`src/rtl/branch_predictor.sv`:
```
// Dynamic branch predictor: direct-mapped BTB with saturating direction counters,
// a global flush, and saturating performance counters.
// Optional macro BRANCH_PREDICTOR_GSHARE_EN: direction counters are indexed by idx ^ GHR.
module branch_predictor #(
  parameter int unsigned XLEN     = 32,
  parameter int unsigned ENTRIES  = 16,
  parameter int unsigned TAG_BITS = 8,
  parameter int unsigned CTR_BITS = 2,
  parameter int unsigned PERF_W   = 32,
  localparam int unsigned IDX     = $clog2(ENTRIES)
) (
  input  logic              clk,
  input  logic              rst,
  input  logic [XLEN-1:0]   lookup_pc,
  output logic              pred_hit,
  output logic              pred_taken,
  output logic [XLEN-1:0]   pred_next_pc,
  output logic [IDX-1:0]    pred_ghr,
  input  logic              upd_valid,
  input  logic [XLEN-1:0]   upd_pc,
  input  logic              upd_is_branch,
  input  logic              upd_taken,
  input  logic [XLEN-1:0]   upd_target,
  input  logic              upd_mispredict,
  input  logic [IDX-1:0]    upd_ghr,
  input  logic              flush_all,
  output logic [PERF_W-1:0] perf_branches,
  output logic [PERF_W-1:0] perf_mispredicts
);

  localparam logic [CTR_BITS-1:0] CTR_MAX = {CTR_BITS{1'b1}};
  localparam logic [CTR_BITS-1:0] CTR_WT  = CTR_BITS'(1 << (CTR_BITS - 1));
  localparam logic [CTR_BITS-1:0] CTR_WNT = CTR_BITS'((1 << (CTR_BITS - 1)) - 1);

  logic [ENTRIES-1:0]  valid;
  logic [TAG_BITS-1:0] tags    [ENTRIES];
  logic [XLEN-1:0]     targets [ENTRIES];
  logic [CTR_BITS-1:0] ctrs    [ENTRIES];

  logic [IDX-1:0]      lk_idx, lk_cidx, up_idx, up_cidx;
  logic [TAG_BITS-1:0] lk_tag, up_tag;
  logic                up_hit;
  logic [CTR_BITS-1:0] ctr_next;
  logic                unused_bits;

  assign lk_idx = lookup_pc[IDX+1:2];
  assign lk_tag = lookup_pc[IDX+1+TAG_BITS:IDX+2];
  assign up_idx = upd_pc[IDX+1:2];
  assign up_tag = upd_pc[IDX+1+TAG_BITS:IDX+2];

`ifdef BRANCH_PREDICTOR_GSHARE_EN
  logic [IDX-1:0] ghr;

  // Global history: shift in resolved branch outcomes, cleared by flush
  always_ff @(posedge clk or negedge rst) begin
    if (!rst) begin
      ghr <= '0;
    end else if (flush_all) begin
      ghr <= '0;
    end else if (upd_valid && upd_is_branch) begin
      ghr <= IDX'({ghr, upd_taken});
    end
  end

  assign lk_cidx     = lk_idx ^ ghr;
  assign up_cidx     = up_idx ^ upd_ghr;
  assign pred_ghr    = ghr;
  assign unused_bits = ^upd_pc;
`else
  assign lk_cidx     = lk_idx;
  assign up_cidx     = up_idx;
  assign pred_ghr    = '0;
  assign unused_bits = ^{upd_pc, upd_ghr};
`endif

  // Zero-latency lookup from registered state only (no update bypass)
  always_comb begin
    pred_hit     = valid[lk_idx] && (tags[lk_idx] == lk_tag);
    pred_taken   = pred_hit && ctrs[lk_cidx][CTR_BITS-1];
    pred_next_pc = pred_taken ? targets[lk_idx] : lookup_pc + XLEN'(4);
  end

  // Training-side hit detection and saturating counter step
  always_comb begin
    up_hit   = valid[up_idx] && (tags[up_idx] == up_tag);
    ctr_next = ctrs[up_cidx];
    if (upd_taken) begin
      if (ctr_next != CTR_MAX) ctr_next = ctr_next + CTR_BITS'(1);
    end else begin
      if (ctr_next != '0) ctr_next = ctr_next - CTR_BITS'(1);
    end
  end

  // BTB storage: reset, flush (wins over update), train or allocate
  always_ff @(posedge clk or negedge rst) begin
    if (!rst) begin
      valid <= '0;
      for (int i = 0; i < ENTRIES; i++) begin
        tags[IDX'(i)]    <= '0;
        targets[IDX'(i)] <= '0;
        ctrs[IDX'(i)]    <= CTR_WNT;
      end
    end else if (flush_all) begin
      valid <= '0;
    end else if (upd_valid) begin
      if (up_hit) begin
        if (upd_is_branch) begin
          ctrs[up_cidx] <= ctr_next;
          if (upd_taken) targets[up_idx] <= upd_target;
        end else begin
          ctrs[up_cidx]   <= CTR_MAX;
          targets[up_idx] <= upd_target;
        end
      end else if (upd_taken) begin
        valid[up_idx]   <= 1'b1;
        tags[up_idx]    <= up_tag;
        targets[up_idx] <= upd_target;
        ctrs[up_cidx]   <= upd_is_branch ? CTR_WT : CTR_MAX;
      end
    end
  end

  // Saturating performance counters, independent of flush
  always_ff @(posedge clk or negedge rst) begin
    if (!rst) begin
      perf_branches    <= '0;
      perf_mispredicts <= '0;
    end else begin
      if (upd_valid && upd_is_branch && (perf_branches != '1))
        perf_branches <= perf_branches + PERF_W'(1);
      if (upd_valid && upd_mispredict && (perf_mispredicts != '1))
        perf_mispredicts <= perf_mispredicts + PERF_W'(1);
    end
  end

endmodule

```
`config.mk`:
```
export PLATFORM = sky130hd
export DESIGN_NAME = branch_predictor
export DESIGN_NICKNAME = d
export VERILOG_FILES = /design/src/rtl/branch_predictor.sv
export SDC_FILE = /design/constraint.sdc
export NUM_CORES = 2
export LEC_CHECK = 0
export CELL_PAD_IN_SITES_DETAIL_PLACEMENT = 0
export CELL_PAD_IN_SITES_GLOBAL_PLACEMENT = 1
export CORE_UTILIZATION = 50
export CTS_CLUSTER_SIZE = 40
export DETAILED_ROUTE_END_ITERATION = 16
export GPL_ROUTABILITY_DRIVEN = 0
export PLACE_DENSITY = 0.75
export SYNTH_ARGS = -nofsm -noshare
export SYNTH_HDL_FRONTEND = slang
export SYNTH_SLANG_ARGS = --single-unit
```
`constraint.sdc`:
```
create_clock -name clk -period 4.3 [get_ports clk]
set_input_delay 0.645 -clock clk [delete_from_list [all_inputs] [get_ports clk]]
set_output_delay 0.645 -clock clk [all_outputs]
set_load 0.05 [all_outputs]
```
# Word level (Yosys, flattened, before mapping)
# Index checks and enable logic that the tools add are counted.
[classes] n_addsub=5 mul=0 n_div=0 n_lt_le_gt_ge=6 eq_ne=6 shift=0 n_mux=46 bitwise=6 n_reduce_logical=20
[ops] cell="512-bit 2-to-1 mux" count=3
[ops] cell="512-bit bitwise mux" count=1
[ops] cell="32-bit 2-to-1 mux" count=7
[ops] cell="32-bit binary-select mux with 4-bit select" count=1
[ops] cell="128-bit bitwise mux" count=1
[ops] cell="32-bit demux with 4-bit select" count=1
[ops] cell="32-bit by 1-bit adder with 32-bit output, second input constant" count=2
[ops] cell="8-bit binary-select mux with 4-bit select" count=2
[ops] cell="32-bit bitwise mux" count=2
[ops] cell="16-bit 2-to-1 mux" count=4
[ops] cell="32-bit inequality test, second input constant" count=2
[ops] cell="8-bit 2-to-1 mux" count=5
[ops] cell="32-bit by 3-bit adder with 32-bit output, second input constant" count=1
[ops] cell="8-bit demux with 4-bit select" count=1
[ops] cell="32-bit bitwise OR" count=1
[ops] cell="2-bit binary-select mux with 4-bit select" count=2
[ops] cell="8-bit equality test" count=2
[ops] cell="2-bit 2-to-1 mux" count=8
[ops] cell="16-bit bitwise OR" count=1
[ops] cell="5-bit >= comparator, second input constant" count=2
[ops] cell="4-bit by 5-bit < comparator with 1-bit output, second input constant" count=2
[ops] cell="4-bit NOT with 5-bit output" count=2
[ops] cell="1-bit logical AND" count=9
[ops] cell="3-bit AND reduction" count=3
[ops] cell="14 further kinds" count=24
[word_totals] reg_bits=752 latch_bits=0 ram_bits=0 romBits=0 in_bits=107 word_cells=140 memories=0

# Longest topological paths before layout
[depth] word_depth=10 ltp_mapped=15 ltp_nobuf=8

# Worst setup path before layout
# OpenSTA, ideal clock, no wires.
[synth_timing] kind="input-to-reg" startpoint="input flush_all" endpoint="register ctrs[0] (netlist bit), enable pin" setup_time_ns=0.342 arrival_time_ns=8.966 path_slack_ns=-5.008 cell_stages=6 path_cell_list="clkbuf_1 > nor2b_1 > clkbuf_1 > and2_1 > o21ai_1 > nor2_1"
[synth_between] elab_chain_cells=2
[synth_rtl] element="start: declaration" line="26" text="input logic flush_all,"
[synth_rtl] element="1-bit NOT (no source line)"
[synth_rtl] element="4-bit AND reduction (no source line)"
[synth_rtl] element="end signal: indexed assignment" line="108" text="ctrs[up_cidx] <= ctr_next;"
[synth_rtl] element="end signal: indexed assignment" line="118" text="ctrs[up_cidx] <= upd_is_branch ? CTR_WT : CTR_MAX;"
[synth_rtl] element="end: declaration" line="38" text="logic [CTR_BITS-1:0] ctrs [ENTRIES];"
# No other way between the ends.
# A chain may end at the register's enable or synchronous reset.

# Worst setup path after layout
[layout_timing] startpoint="register tags[36] (netlist bit)" endpoint="output pred_next_pc[15]"
[layout_between] elab_chain_cells=7
[layout_rtl] element="start: declaration" line="36" text="logic [TAG_BITS-1:0] tags [ENTRIES];"
[layout_rtl] element="start signal: indexed assignment" line="116" text="tags[up_idx] <= up_tag;"
[layout_rtl] element="8-bit binary-select mux with 4-bit select" line="78" text="pred_hit = valid[lk_idx] && (tags[lk_idx] == lk_tag);"
[layout_rtl] element="8-bit 2-to-1 mux (not written as such) (2 in series)" line="78"
[layout_rtl] element="8-bit equality test" line="78"
[layout_rtl] element="1-bit logical AND" line="78"
[layout_rtl] element="1-bit logical AND" line="79" text="pred_taken = pred_hit && ctrs[lk_cidx][CTR_BITS-1];"
[layout_rtl] element="32-bit 2-to-1 mux" line="80" text="pred_next_pc = pred_taken ? targets[lk_idx] : lookup_pc + XLEN'(4);"
[layout_rtl] element="end: declaration" line="17" text="output logic [XLEN-1:0] pred_next_pc,"
# No other way between the ends. The select of a mux whose other input is x is not followed.

==> key figures <==
Run status
  • Run status: completed

Global routing
  • Via count of the first global-routing pass: 25,800
  • Wire length of the first global-routing pass: 163,000 um
  • Initial antenna violation count: 3
  • GRT Util Overall: 27.8%
  • Maximum number of pins on one net before global-route repair: 157
  • Total overflow reported by the global router: 0

Hold path
  • Class of the tightest hold or removal check: register to register
  • Min-delay src: targets[417]

Floorplanning
  • Die Span X: 279 um
  • Placeable core region: 75,800 um^2
  • Die Y: 279 um
  • Number of rows in the core area: 101
  • Die area: 77,700 um^2
  • Ports: 209
  • Starting density of the core: 50.5%

Placement
  • Post-placement setup slack: -0.0549 ns
  • Post-Place Cell Area: 41,800 um^2
  • Buffers added on ports: 180
  • DP Wirelength: 67,100 um

Power and ir drop
  • Power per standard cell area: 405 nW/um^2
  • P_leak: 17.1 nW
  • Worst-case vdd ir drop: 0.293 mV

Timing
  • Shortest period the worst path allows: 4.24 ns
  • Worst clock skew on the final layout: 0.0219 ns
  • Count of pins over their slew limit: 0
  • Transition time at the pin with the least slew margin: 0.975 ns
  • Maximum clock frequency: 236 MHz
  • Number of failing setup endpoints in the final timing report: 0
  • Worst relative slew slack: 34.8%
  • Crit share post-route: 98.5%
  • Unrepaired setup endpoints after global routing: true
  • Final Hold Vio Count: 0
  • Worst-case setup margin in the final layout: 0.0634 ns

CTS
  • Buffer levels on the longest clock path: 3
  • Number of setup buffers added after CTS: 0
  • Clock slew at reported path FFs: 0.06 ns
  • CTS buffer count: 82
  • Source-to-sink clock delay at the later pin of the worst-skew pair: 0.64 ns
  • Clk sinks: 752
  • TritonCTS clock tree: yes
  • Clock Tree Root: sky130_fd_sc_hd__clkbuf_16
  • Number of levels the H-tree was split into: 3

Final layout
  • Relative area change from synthesis to final layout: 16.3%
  • Finished Core Util: 58.8%
  • Layout cells sized above 1: 25.9%
  • Final design instance area without fill: 44,600 um^2
  • Total number of nets in the final design: 2,812

Yosys
  • FF+latch count, synth: 752
  • Average cell area after synthesis: 15.2 um^2
  • Yosys cell types: 65
  • Ys Warns: 0
  • Share of flip-flops with an asynchronous set or reset after synthesis: 55.3%
  • Post-synth EDFFs: 336
  • Synth Instances: 2,522
  • Sequential fraction of the synthesis area: 53.5%
  • Area of the mapped netlist: 38,300 um^2
  • Prevailing post-synth register cell: sky130_fd_sc_hd__dfrtp_1

Setup path
  • Sort of element at the start of the critical path: register
  • Type of the worst setup path: register to output pin
  • Worst reg2reg path startpoint: tags[36]
  • Beginning of the critical path: tags[36]
  • CP endpoint kind: output pin
  • Worst path arrival time: 3.59 ns
  • Data required time at the worst endpoint: 3.65 ns
  • Crit Path Max Fanout: 20

Route
  • Vias per std cell: 6.60
  • Via count: 24,800
  • WL final: 107,000 um
  • Drt initial violations: 2,531
  • Pre-antenna DRT Iters: 6
  • Routed wirelength normalized by instance count: 28.4 um
  • Count of nets left with antenna violations after detail routing: 0
  • Remaining design rule violation count: 0

Flow run
  • Max-Cap Viols: 0
## worst paths after layout
kind	to	slack, ns	cells past startpoint
setup / recovery	pred_next_pc[15]	0.06	8
hold / removal	targets[417]	0.49	1
setup reg to reg	targets[496]	0.93	11
hold reg to reg	targets[417]	0.49	1
max in group asynchronous	targets[390]	2.32	3
min in group asynchronous	tags[89]	0.53	2
## state kept, by name (all words and copies together), names as in the netlist
signal,count
targets,512
tags,128
ctrs,32
perf_branches,32
perf_mispredicts,32
valid,16
## timing repair
item / 4_1_cts / 5_1_grt
hold buffers: 1 / 0
gates cloned: 0 / 1
endpoints found under the hold margin: 59 / 0
resized for setup: 2 / 11
setup endpoints to repair: 12 / 31
## cells in the final DEF, fill, tap and decap left out, types with 12 or more instances in the layout
cell and n:
sky130_fd_sc_hd__mux2_2 93, sky130_fd_sc_hd__o22ai_1 18, sky130_fd_sc_hd__buf_4 128, sky130_fd_sc_hd__a32o_1 256, sky130_fd_sc_hd__nand4_1 15, sky130_fd_sc_hd__edfxtp_1 336, sky130_fd_sc_hd__o21ai_4 16, sky130_fd_sc_hd__and3_1 19
sky130_fd_sc_hd__inv_1 30, sky130_fd_sc_hd__nand2_1 62, sky130_fd_sc_hd__a22oi_1 17, sky130_fd_sc_hd__xnor2_1 68, sky130_fd_sc_hd__clkbuf_8 12, sky130_fd_sc_hd__buf_12 58, sky130_fd_sc_hd__a21oi_1 30, sky130_fd_sc_hd__and2_1 35
sky130_fd_sc_hd__o21ai_0 34, sky130_fd_sc_hd__xor2_1 41, sky130_fd_sc_hd__mux2i_1 61, sky130_fd_sc_hd__mux2_1 232, sky130_fd_sc_hd__mux4_2 224, sky130_fd_sc_hd__dfrtp_1 408, sky130_fd_sc_hd__clkbuf_1 23, sky130_fd_sc_hd__nor2b_1 12
sky130_fd_sc_hd__nand3_1 51, sky130_fd_sc_hd__clkdlybuf4s50_1 138, sky130_fd_sc_hd__nor2_1 76, sky130_fd_sc_hd__mux2_4 31, sky130_fd_sc_hd__clkbuf_16 89
## stage by stage
stage	hold slack, ns	setup TNS [ns]	total power, mW	cells
global placement	0.467	-0.640	10.9	3594
global route	0.497	-0.126	18.6	3751
finish	0.486	0	18.0	3752
detailed placement	0.476	-3.15	11.0	3594
floorplan	0.349	0	10.1	2525
CTS	0.489	0	18.2	3749
## critical path: stages (launching register included)
cell                       delay, ns
sky130_fd_sc_hd__edfxtp_1       0.41
sky130_fd_sc_hd__mux4_2         0.50
sky130_fd_sc_hd__mux4_2         0.54
sky130_fd_sc_hd__xor2_1         0.18
sky130_fd_sc_hd__nor4_2         0.28
sky130_fd_sc_hd__nand4b_1       0.22
sky130_fd_sc_hd__buf_6          0.24
sky130_fd_sc_hd__mux2_1         0.36
sky130_fd_sc_hd__buf_4          0.20
## report_power, final
group | switching (mW) | leakage, nW | internal [mW]
clock | 2.94 | 1.35 | 4.20
sequential | 0.356 | 8.58 | 8.07
combinational | 1.28 | 7.20 | 1.18
## layout make-up
cell class,count,area [um^2]
multi-input combinational,1501,16300
antenna,2,5.00
clock inverter,31,290
inverter,30,113
tap,978,1220
sequential,752,20500
fill,5798,31300
timing repair buffer,335,3640
clock buffer,123,2450
## cells by family after synthesis
| family | after synthesis | synth area share (%) |
|---|---|---|
| compound gates | 410 | 9.70 |
| xor+xnor | 109 | 2.49 |
| fa+ha+maj | 5 | 0.150 |
| buf+inv | 272 | 4.08 |
| flops | 752 | 53.5 |
| mux | 642 | 25.6 |
| other cells | 1 | 0.00979 |
| simple gates | 331 | 4.49 |
## Yosys cell counts, types with 3 or more instances
cell type	instances	area share, %
sky130_fd_sc_hd__o21ai_1	4	0.052
sky130_fd_sc_hd__mux4_2	224	13
sky130_fd_sc_hd__buf_1	49	0.48
sky130_fd_sc_hd__buf_2	60	0.78
sky130_fd_sc_hd__a22o_1	7	0.16
sky130_fd_sc_hd__nor4_1	5	0.082
sky130_fd_sc_hd__xnor2_1	68	1.6
sky130_fd_sc_hd__a211oi_1	5	0.098
sky130_fd_sc_hd__edfxtp_1	336	26
sky130_fd_sc_hd__mux2_1	238	7.0
sky130_fd_sc_hd__buf_4	10	0.20
sky130_fd_sc_hd__nand3_1	51	0.67
sky130_fd_sc_hd__nor2b_1	14	0.23
sky130_fd_sc_hd__nand3_2	8	0.21
sky130_fd_sc_hd__nor2_1	79	0.77
sky130_fd_sc_hd__dfrtp_1	408	27
sky130_fd_sc_hd__and3_1	19	0.31
sky130_fd_sc_hd__nand2b_1	6	0.098
sky130_fd_sc_hd__o21ai_0	34	0.44
sky130_fd_sc_hd__nand2_1	62	0.61
sky130_fd_sc_hd__dfstp_2	8	0.55
sky130_fd_sc_hd__a32o_1	256	6.7
sky130_fd_sc_hd__a21oi_1	30	0.39
sky130_fd_sc_hd__a2bb2oi_1	3	0.069
sky130_fd_sc_hd__a221oi_1	3	0.069
sky130_fd_sc_hd__nor3_1	15	0.20
sky130_fd_sc_hd__clkbuf_1	68	0.67
sky130_fd_sc_hd__and4_1	12	0.27
sky130_fd_sc_hd__o22ai_1	18	0.29
sky130_fd_sc_hd__ha_1	3	0.098
sky130_fd_sc_hd__mux2_2	87	2.6
sky130_fd_sc_hd__nand4_1	15	0.24
sky130_fd_sc_hd__and2_1	36	0.59
sky130_fd_sc_hd__o22a_1	3	0.069
sky130_fd_sc_hd__inv_1	30	0.29
sky130_fd_sc_hd__mux2i_1	62	1.6
sky130_fd_sc_hd__mux2_4	31	1.2
sky130_fd_sc_hd__xor2_1	41	0.94
sky130_fd_sc_hd__a22oi_1	17	0.33
sky130_fd_sc_hd__buf_6	53	1.6
sky130_fd_sc_hd__o21ai_4	15	0.64
## per-layer routing
metal / global-route usage [%] / vias up / share of wire (%)
met4: 9.09 / 0 / 2.8
met5: 0 / - / 0
met2: 44.8 / 1026 / 48
met3: 4.19 / 171 / 7.1
met1: 38.8 / 13100 / 42
li1: - / 10400 / -
Power figures use the tool's default switching activity.
